### config.mk
export PLATFORM = sky130hd
export DESIGN_NAME = bcd_alu_sequencer_flat
export DESIGN_NICKNAME = d
export VERILOG_FILES = /design/src/rtl/bcd_alu_sequencer_pkg.sv /design/src/rtl/bcd_alu_sequencer_if.sv /design/src/rtl/bcd_alu_sequencer_digit_unit.sv /design/src/rtl/bcd_alu_sequencer.sv /design/src/flat_wrapper.sv
export SDC_FILE = /design/constraint.sdc
export NUM_CORES = 1
export LEC_CHECK = 0
export ABC_AREA = 1
export ABC_CLOCK_PERIOD_IN_PS = 4450
export CAP_MARGIN = 40
export CORE_ASPECT_RATIO = 1.25
export CORE_MARGIN = 2
export CORE_UTILIZATION = 45
export DETAILED_ROUTE_END_ITERATION = 10
export PLACE_DENSITY = 0.68
export REMOVE_ABC_BUFFERS = 1
export SYNTH_ARGS = -nofsm -noshare
export SYNTH_HDL_FRONTEND = slang
export SYNTH_SLANG_ARGS = --single-unit
### constraint.sdc
create_clock -name clock -period 4.45 [get_ports clock]
set_input_delay 0.89 -clock clock [delete_from_list [all_inputs] [get_ports clock]]
set_output_delay 0.89 -clock clock [all_outputs]
set_load 0.05 [all_outputs]
### src/rtl/bcd_alu_sequencer_pkg.sv
// bcd_alu_sequencer_pkg: shared state encoding, BCD constants and digit validity check.
package bcd_alu_sequencer_pkg;
    typedef enum logic [1:0] {IDLE, RUN, COMP, DONE} state_e;
    localparam int NIBBLE_W = 4;
    localparam logic [NIBBLE_W-1:0] BCD_MAX = 4'd9;
    function automatic logic bad_digit(input logic [NIBBLE_W-1:0] d);
        return d > BCD_MAX;
    endfunction
endpackage

### src/rtl/bcd_alu_sequencer_if.sv
// bcd_alu_sequencer_if: request/result handshake bundle between parser, engine and transmitter.
interface bcd_alu_sequencer_if import bcd_alu_sequencer_pkg::*; #(parameter int NDIG = 4);
    logic in_valid, in_ready, op_sub;
    logic [NIBBLE_W*NDIG-1:0] a_bcd, b_bcd;
    logic out_valid, out_ready, negative, error;
    logic [NIBBLE_W*NDIG+NIBBLE_W-1:0] result;
    modport slave (input in_valid, op_sub, a_bcd, b_bcd, out_ready,
                   output in_ready, out_valid, result, negative, error);
    modport master (output in_valid, op_sub, a_bcd, b_bcd, out_ready,
                    input in_ready, out_valid, result, negative, error);
endinterface

### src/rtl/bcd_alu_sequencer_digit_unit.sv
// bcd_digit_unit: one-digit BCD adder with optional 9's complement of the b digit.
module bcd_digit_unit import bcd_alu_sequencer_pkg::*; (
    input  logic [NIBBLE_W-1:0] a_i,
    input  logic [NIBBLE_W-1:0] b_i,
    input  logic                cin_i,
    input  logic                comp_b_i,
    output logic [NIBBLE_W-1:0] f_o,
    output logic                cout_o
);
    logic [NIBBLE_W-1:0] b_eff;
    logic [NIBBLE_W:0]   sum;
    always_comb begin
        b_eff  = comp_b_i ? BCD_MAX - b_i : b_i;
        sum    = {1'b0, a_i} + {1'b0, b_eff} + {{NIBBLE_W{1'b0}}, cin_i};
        cout_o = sum > {1'b0, BCD_MAX};
        f_o    = cout_o ? sum[NIBBLE_W-1:0] + NIBBLE_W'(6) : sum[NIBBLE_W-1:0];
    end
endmodule

### src/rtl/bcd_alu_sequencer.sv
// bcd_alu_sequencer: digit-serial BCD add/subtract; negative differences are
// re-complemented in a second pass through the same digit adder.
module bcd_alu_sequencer import bcd_alu_sequencer_pkg::*; #(
    parameter int NDIG = 4
) (
    input logic                clock,
    input logic                reset,
    bcd_alu_sequencer_if.slave bus
);
    localparam int OW    = NIBBLE_W * NDIG;
    localparam int IDX_W = NDIG > 1 ? $clog2(NDIG) : 1;

    state_e             state_q, state_d;
    logic [IDX_W-1:0]   idx_q, idx_d;
    logic               carry_q, carry_d, op_q, op_d, neg_q, neg_d, err_q, err_d;
    logic [OW-1:0]      a_q, a_d, b_q, b_d;
    logic [OW+NIBBLE_W-1:0] res_q, res_d;
    logic [NIBBLE_W-1:0] dig_a, dig_b, dig_f;
    logic               dig_comp, dig_cout, bad, last;

    always_ff @(posedge clock or posedge reset) begin
        if (reset) begin
            state_q <= IDLE;
            idx_q   <= '0;
            carry_q <= 1'b0;
            op_q    <= 1'b0;
            neg_q   <= 1'b0;
            err_q   <= 1'b0;
            a_q     <= '0;
            b_q     <= '0;
            res_q   <= '0;
        end else begin
            state_q <= state_d;
            idx_q   <= idx_d;
            carry_q <= carry_d;
            op_q    <= op_d;
            neg_q   <= neg_d;
            err_q   <= err_d;
            a_q     <= a_d;
            b_q     <= b_d;
            res_q   <= res_d;
        end
    end

    always_comb begin
        bad = 1'b0;
        for (int i = 0; i < NDIG; i++)
            bad = bad | bad_digit(bus.a_bcd[i*NIBBLE_W +: NIBBLE_W]) | bad_digit(bus.b_bcd[i*NIBBLE_W +: NIBBLE_W]);
    end

    // COMP pass: 0 + (9 - R[idx]) + carry turns the 10's complement back into a magnitude
    assign last     = idx_q == IDX_W'(NDIG - 1);
    assign dig_a    = state_q == COMP ? '0 : a_q[idx_q*NIBBLE_W +: NIBBLE_W];
    assign dig_b    = state_q == COMP ? res_q[idx_q*NIBBLE_W +: NIBBLE_W] : b_q[idx_q*NIBBLE_W +: NIBBLE_W];
    assign dig_comp = state_q == COMP ? 1'b1 : op_q;

    bcd_digit_unit u_digit (
        .a_i      (dig_a),
        .b_i      (dig_b),
        .cin_i    (carry_q),
        .comp_b_i (dig_comp),
        .f_o      (dig_f),
        .cout_o   (dig_cout)
    );

    always_comb begin
        state_d = state_q;
        idx_d   = idx_q;
        carry_d = carry_q;
        op_d    = op_q;
        neg_d   = neg_q;
        err_d   = err_q;
        a_d     = a_q;
        b_d     = b_q;
        res_d   = res_q;
        case (state_q)
            IDLE: if (bus.in_valid) begin
                a_d     = bus.a_bcd;
                b_d     = bus.b_bcd;
                op_d    = bus.op_sub;
                res_d   = '0;
                neg_d   = 1'b0;
                err_d   = bad;
                idx_d   = '0;
                carry_d = bus.op_sub;
                state_d = bad ? DONE : RUN;
            end
            RUN: begin
                res_d[idx_q*NIBBLE_W +: NIBBLE_W] = dig_f;
                carry_d = dig_cout;
                idx_d   = idx_q + IDX_W'(1);
                if (last) begin
                    idx_d = '0;
                    res_d[OW +: NIBBLE_W] = op_q ? '0 : {{(NIBBLE_W-1){1'b0}}, dig_cout};
                    state_d = (op_q && !dig_cout) ? COMP : DONE;
                    if (op_q && !dig_cout) carry_d = 1'b1;
                end
            end
            COMP: begin
                res_d[idx_q*NIBBLE_W +: NIBBLE_W] = dig_f;
                carry_d = dig_cout;
                idx_d   = idx_q + IDX_W'(1);
                if (last) begin
                    idx_d   = '0;
                    neg_d   = 1'b1;
                    state_d = DONE;
                end
            end
            DONE: if (bus.out_ready) state_d = IDLE;
            default: state_d = IDLE;
        endcase
    end

    assign bus.in_ready  = state_q == IDLE;
    assign bus.out_valid = state_q == DONE;
    assign bus.result    = res_q;
    assign bus.negative  = neg_q;
    assign bus.error     = err_q;
endmodule

### src/flat_wrapper.sv
// flat-port wrapper written by rule: the top's interface ports become plain ports
module bcd_alu_sequencer_flat import bcd_alu_sequencer_pkg::*;
#(
    parameter int NDIG = 4
)
  (clock, reset, bus_in_valid, bus_op_sub, bus_a_bcd, bus_b_bcd, bus_out_ready, bus_in_ready, bus_out_valid, bus_result, bus_negative, bus_error);
  bcd_alu_sequencer_if #(.NDIG(NDIG)) bus_i ();
  input logic clock;
  input logic reset;
  input wire logic [$bits(bus_i.in_valid)-1:0] bus_in_valid;
  input wire logic [$bits(bus_i.op_sub)-1:0] bus_op_sub;
  input wire logic [$bits(bus_i.a_bcd)-1:0] bus_a_bcd;
  input wire logic [$bits(bus_i.b_bcd)-1:0] bus_b_bcd;
  input wire logic [$bits(bus_i.out_ready)-1:0] bus_out_ready;
  output wire logic [$bits(bus_i.in_ready)-1:0] bus_in_ready;
  output wire logic [$bits(bus_i.out_valid)-1:0] bus_out_valid;
  output wire logic [$bits(bus_i.result)-1:0] bus_result;
  output wire logic [$bits(bus_i.negative)-1:0] bus_negative;
  output wire logic [$bits(bus_i.error)-1:0] bus_error;
  assign bus_i.in_valid = bus_in_valid;
  assign bus_i.op_sub = bus_op_sub;
  assign bus_i.a_bcd = bus_a_bcd;
  assign bus_i.b_bcd = bus_b_bcd;
  assign bus_i.out_ready = bus_out_ready;
  assign bus_in_ready = bus_i.in_ready;
  assign bus_out_valid = bus_i.out_valid;
  assign bus_result = bus_i.result;
  assign bus_negative = bus_i.negative;
  assign bus_error = bus_i.error;
  bcd_alu_sequencer #(.NDIG(NDIG)) u_core (.clock(clock), .reset(reset), .bus(bus_i));
endmodule
**Word-level counts from Yosys, hierarchy flattened**

Cells that the tools add are included.

- Flip-flop bits (word level): 60
- Bits of input ports: 37
- Output and inout port bits: 24
- Word-level logic and storage cells: 83

- Add/sub/neg operators: 6
- Order comparisons: 9
- Equality and inequality tests: 8
- Shifts and indexed selects: 5
- Muxes and demuxes: 27
- Bitwise gates (word level): 7
- Reductions and logical operators: 12

Operators by type and width:

| kind | count |
|---|---|
| $pmux 20 s3 | 1 |
| $neg 4->34 | 1 |
| $shift 4x34->20 const A | 1 |
| $shiftx 4x34->20 | 1 |
| $gt 4x4->1 const B | 8 |
| $shiftx 16x5->4 | 2 |
| $bwmux 20 | 1 |
| $mux 20 | 1 |
| $mux 4 | 5 |
| $shiftx 20x5->4 | 1 |
| $mux 2 | 7 |
| $mux 1 | 8 |
| $pmux 2 s4 | 1 |
| $or 1x1->1 | 7 |
| $eq 2x2->1 const B | 3 |
| $reduce_and 2->1 | 3 |
| $add 4x4->5 | 1 |
| $add 5x1->5 | 1 |
| $gt 5x4->1 const B | 1 |
| $add 4x3->4 const B | 1 |
| $ne 2x1->1 const B | 2 |
| $ne 2x2->1 const B | 2 |
| $pmux 2 s2 | 1 |
| $reduce_and 4->1 | 1 |
| other kinds (12) | 13 |

**Longest topological paths before layout**

- Depth in word-level cells: 12
- Depth in mapped cells: 28
- Mapped depth without buffers: 26

**By module**

From an unflattened synthesis, not the netlist that was laid out.

- Cells, all modules: 500
- Area total of the unflattened synthesis: 3629.7 µm²

Modules (own cells, without submodules):

| module | instances | cells each | area each (µm²) | seq. area each (µm²) |
|---|---|---|---|---|
| bcd_alu_sequencer | 1 | 440 | 3273.1 | 1501.4 |
| bcd_digit_unit | 1 | 60 | 356.6 | 0.0 |

**Worst setup path before layout**

No wires, ideal clock.

- Path kind: register to register
- Start: register u_core.state_q[0]
- End: register u_core.res_q[3], in the netlist u_core.bus.result[3]
- Library setup time: 127 ps
- Arrival: 3363 ps
- Data required time: 4323 ps
- Slack: 960 ps
- Cell stages (with the launch flop): 25
- Buffers on the path: 2
- Clock period less this slack: 3490 ps
- Cell sequence: dfrtp_1 -> inv_1 -> ha_1 -> buf_4 -> inv_2 -> buf_2 -> a21oi_1 -> o21ai_0 -> nand3_1 -> o31ai_1 -> xor2_1 -> fa_1 -> fa_1 -> nand2_1 -> nand2_2 -> ha_1 -> nand2_1 -> a21boi_4 -> nand2_4 -> nand2_8 -> nand2_4 -> nand3_1 -> nand2_1 -> o211ai_1 -> o21ai_1

- Cells in the longest elaborated chain, start to end: 11
- Elaborated cells between the ends (all ways): 19
- Classes of those cells: add/sub: 4; order compare: 1; eq/ne: 3; shift: 1; mux: 7; reduce/logical: 3

Ends and longest elaborated chain:

| what | RTL line | text |
|---|---|---|
| from (decl) | bcd_alu_sequencer.sv:13 | `state_e state_q, state_d;` |
| from (signal assigned) | bcd_alu_sequencer.sv:33 | `state_q <= state_d;` |
| $eq 2x2->1 | n/a |  |
| $mux 4 | bcd_alu_sequencer.sv:54 | `assign dig_b = state_q == COMP ? res_q[idx_q*NIBBLE_W +: NIBBLE_W] : b_q[idx_q*NIBBLE_W +: NIBBLE_W];` |
| $sub 4x4->4 | bcd_alu_sequencer_digit_unit.sv:13 | `b_eff = comp_b_i ? BCD_MAX - b_i : b_i;` |
| $mux 4 | bcd_alu_sequencer_digit_unit.sv:13 |  |
| $add 4x4->5 | bcd_alu_sequencer_digit_unit.sv:14 | `sum = {1'b0, a_i} + {1'b0, b_eff} + {{NIBBLE_W{1'b0}}, cin_i};` |
| $add 5x1->5 | bcd_alu_sequencer_digit_unit.sv:14 |  |
| $add 4x3->4 / $gt 5x4->1 (equally long branches) | bcd_alu_sequencer_digit_unit.sv:16, bcd_alu_sequencer_digit_unit.sv:15 |  |
| $mux 4 | bcd_alu_sequencer_digit_unit.sv:16 | `f_o = cout_o ? sum[NIBBLE_W-1:0] + NIBBLE_W'(6) : sum[NIBBLE_W-1:0];` |
| $shiftx 4x34->20 | bcd_alu_sequencer.sv:89, bcd_alu_sequencer.sv:100 |  |
| $bwmux 20 | bcd_alu_sequencer.sv:89, bcd_alu_sequencer.sv:100 |  |
| $pmux 20 s3 | bcd_alu_sequencer.sv:76 | `case (state_q)` |
| to (signal assigned) | bcd_alu_sequencer.sv:41 | `res_q <= res_d;` |
| to (decl) | bcd_alu_sequencer.sv:17 | `logic [OW+NIBBLE_W-1:0] res_q, res_d;` |

Several ways; a longest one is shown, not always the timed one.
A chain may end at the register's enable or synchronous reset.

**Worst setup path in the final report**

- Start: register u_core.state_q[0]
- End: register u_core.res_q[5], in the netlist u_core.bus.result[5]

The elaborated chain is that of the path after synthesis.

==> impl_metrics.py <==
metrics = {
    "outcome": {
        "status": "complete, but fails checks",
        "failed_checks": "design-rule violations",
    },
    "clock_tree": {
        "holdBufCountCts": 0,
        "number_of_instances_resized_during_post_cts_repair": 0,
        "post-cts-setup-buffers": 0,
        "cts_sinks": 60,
        "cts_max_path_buffers": 2,
        "cts_tree": "built",
        "cts_root_buf": "clkbuf_8",
        "clock_latency_ns": 0.36,
        "cts_inserted_buffers": 9,
        "clk_pin_slew_worst_paths_ns": 0.07,
        "h-tree-depth": 3,
    },
    "worst_setup_path": {
        "cp_data_arrival_time_ns": 4.13,
        "critical_path.cell_chain": "inv_1, ha_1, inv_2, o21ai_0, a21oi_1, o31ai_1, xor2_1, fa_1, fa_1, nand2_1, nand2_2, ha_1, nand2_1, a21boi_4, nand2_4, nand2_8, nand2_2, nand2_2, nand4_1, nand2_1, nand2_1, nand2_1",
        "critical_path.max_stage_delay_ns": 0.44,
        "worst_path_most_repeated_cell": "nand2_1",
        "startpoint_type": "flip-flop",
        "critical-path-slowest-cell": "fa_1",
        "required_ns": 4.75,
        "path_delay_family": "adder cells",
        "critical_path.n_buffers_inverters": 2,
        "path_class": "flip-flop to flip-flop",
        "endpoint_kind": "flip-flop",
        "critical_path.max_fanout": 23,
    },
    "synth": {
        "synth_top_area_frac": 0.399,
        "yosysTopAreaCell": "dfrtp_1",
        "synthDistinctLibCells": 40,
        "ys.warnings.count": 0,
        "synth.ff_latch_count": 60,
        "postSynthCellCount": 511,
        "synth_area_per_cell_um2": 7.36,
        "synth-seq-area-share": 0.399,
        "netlist_top_cells_area": "dfrtp_1 40%, nand2_1 13%, o21ai_0 7.7%",
        "syn-cell-area_mm2": 0.00376,
    },
    "die": {
        "floorplan.rows": 37,
        "die-area_mm2": 0.00911,
        "die_w_um": 85.8,
        "die-height_um": 106,
        "fp.coreArea_mm2": 0.00819,
        "initial_utilization": 0.459,
        "pin_count": 61,
    },
    "finish": {
        "filler_instances": 807,
        "antenna_cells_inserted": 0,
        "layout_commonest_cell": "nand2_1",
        "drive_above_1_share": 0.0784,
        "finalNonFillerCells": 671,
        "multi_input_area_mm2": 0.00189,
        "ff_latch_area_mm2": 0.00150,
        "most-common-layout-cells": "130 x nand2_1, 72 x inv_1, 60 x clkdlybuf4s50_1, 60 x dfrtp_1, 58 x o21ai_0",
        "area.growth.synth_to_final_pct": 24.0,
        "design.final.nets": 625,
        "finish.utilization": 0.569,
    },
    "placement": {
        "detailedPlacementHpwl_mm": 7.17,
        "portBuffers": 60,
        "dp_cells": 655,
        "place.gp.congestion": 0.852,
        "dp_worst_setup_slack_ns": 0.640,
    },
    "sta": {
        "finalSetupTns_ns": 0,
        "rsz0062_at_grt": "no",
        "final.period_utilization": 0.861,
        "worst_setup_skew_after_layout_ns": 0.00479,
        "report.final.hold_viol_count": 0,
        "slew_viol_final": 0,
        "slew_headroom": 0.599,
        "final_critical_path_setup_slack_ns": 0.620,
        "layout_min_cycle_time_ns": 3.83,
        "worstMarginPinSlew_ns": 0.600,
        "setup_viol_count_final": 0,
        "fmax_ghz": 0.261,
    },
    "route": {
        "routed_wire_length_per_instance_um": 14.3,
        "post_drt_via_cell_ratio": 5.11,
        "first_pass_iters": 10,
        "post_route_antenna_net_violation_count": 0,
        "wl_mm": 9.62,
        "detailroute.via_count": 3427,
        "drt_drc_violations_left": 2,
        "dr_iter_0_viols": 141,
    },
    "grt": {
        "grt_pass1_vias": 3370,
        "grt_pass1_wl_mm": 16.0,
        "busiest_layer": "met2",
        "use_met2": 0.381,
        "grtUsageMet3": 0.0481,
        "grt_use_met1": 0.279,
        "globalRouteTotalUtil": 0.228,
        "global_route.overflow_total": 0,
        "grt_antenna_before_repair": 0,
        "grt_start_max_net_pins": 48,
    },
    "run": {
        "max-cap-violations": 0,
    },
    "hold_path": {
        "holdCritPathClass": "flip-flop to flip-flop",
    },
}
[state kept, by name, summed over array words and instances, names as in the netlist]
signal	count
u_core.a_q	16
u_core.bus.result	20
u_core.op_q	1
u_core.bus.negative	1
u_core.state_q	2
u_core.idx_q	2
u_core.carry_q	1
u_core.bus.error	1
u_core.b_q	16
[worst paths after layout]
check                      slack, ns                          start                               end  cells past startpoint
setup / recovery                0.62  u_core.state_q[0]$_DFFE_PP0P_  u_core.bus.result[5]$_DFFE_PP0P_                     22
hold / removal                  0.48      u_core.a_q[0]$_DFFE_PP0P_         u_core.a_q[0]$_DFFE_PP0P_                      2
setup reg to reg                0.62  u_core.state_q[0]$_DFFE_PP0P_  u_core.bus.result[5]$_DFFE_PP0P_                     22
hold reg to reg                 0.48      u_core.a_q[0]$_DFFE_PP0P_         u_core.a_q[0]$_DFFE_PP0P_                      2
max in group asynchronous       3.15                          reset  u_core.bus.result[8]$_DFFE_PP0P_                      3
min in group asynchronous       0.80                          reset         u_core.b_q[5]$_DFFE_PP0P_                      2
[worst register-to-register path, stage by stage (launching register included)]
cell and delay, ns:
dfrtp_1 0.42, inv_1 0.10, ha_1 0.23, inv_2 0.28, o21ai_0 0.18, a21oi_1 0.15
o31ai_1 0.09, xor2_1 0.18, fa_1 0.44, fa_1 0.40, nand2_1 0.10, nand2_2 0.08
ha_1 0.23, nand2_1 0.07, a21boi_4 0.19, nand2_4 0.09, nand2_8 0.09, nand2_2 0.05
nand2_2 0.10, nand4_1 0.11, nand2_1 0.09, nand2_1 0.06, nand2_1 0.06
[kinds of logic (layout without fill, tap and decap cells)]
kind of cell	count (synthesis)	after routing	synth area share
adder cells (fa/ha/maj)	19	19	0.0672
AND/OR/NAND/NOR	212	212	0.248
XOR/XNOR	2	2	0.00466
AO/OA/AOI/OAI	123	123	0.182
buffers and inverters	95	158	0.0991
flip-flops	60	60	0.399
[per-stage QoR]
stage	cell area [µm²]	hold slack (ns)
after floorplan	3670	0.444
after global routing	4660	0.498
after detailed placement	4460	0.467
after global placement	4440	0.462
final	4660	0.478
after CTS	4660	0.486
[final cells by class]
class / count / share of cell area
clock buffer: 12 / 0.0333
clock inverter: 4 / 0.0102
inverter: 74 / 0.0595
multi-input combinational: 356 / 0.405
sequential: 60 / 0.322
tap: 97 / 0.0260
timing repair buffer: 68 / 0.144
[metal layers]
layer	wire [µm]	vias up	share of wire
met4	251	0	0.026
li1	-	1759	-
met3	383	18	0.040
met5	0	-	0
met1	4310	1552	0.45
met2	4680	98	0.49
[synth_stat cells (all sizes together)]
cell	number
o22ai	1
a211oi	4
dfrtp	60
inv	74
a21oi	42
xnor2	1
nand2	141
a22oi	1
buf	12
nor4	1
fa	2
nor3	3
clkbuf	9
nand3	20
a31oi	1
o21ai	63
xor2	1
o21a	1
a21boi	1
ha	17
a21o	1
o211ai	3
o21bai	3
nor2	35
nand3b	1
or2	2
nand4	9
o31ai	1
a32oi	1
Power is left out: the tool's default activity adds up to more than one toggle a clock period on the data nets, which glitch-free logic cannot reach.
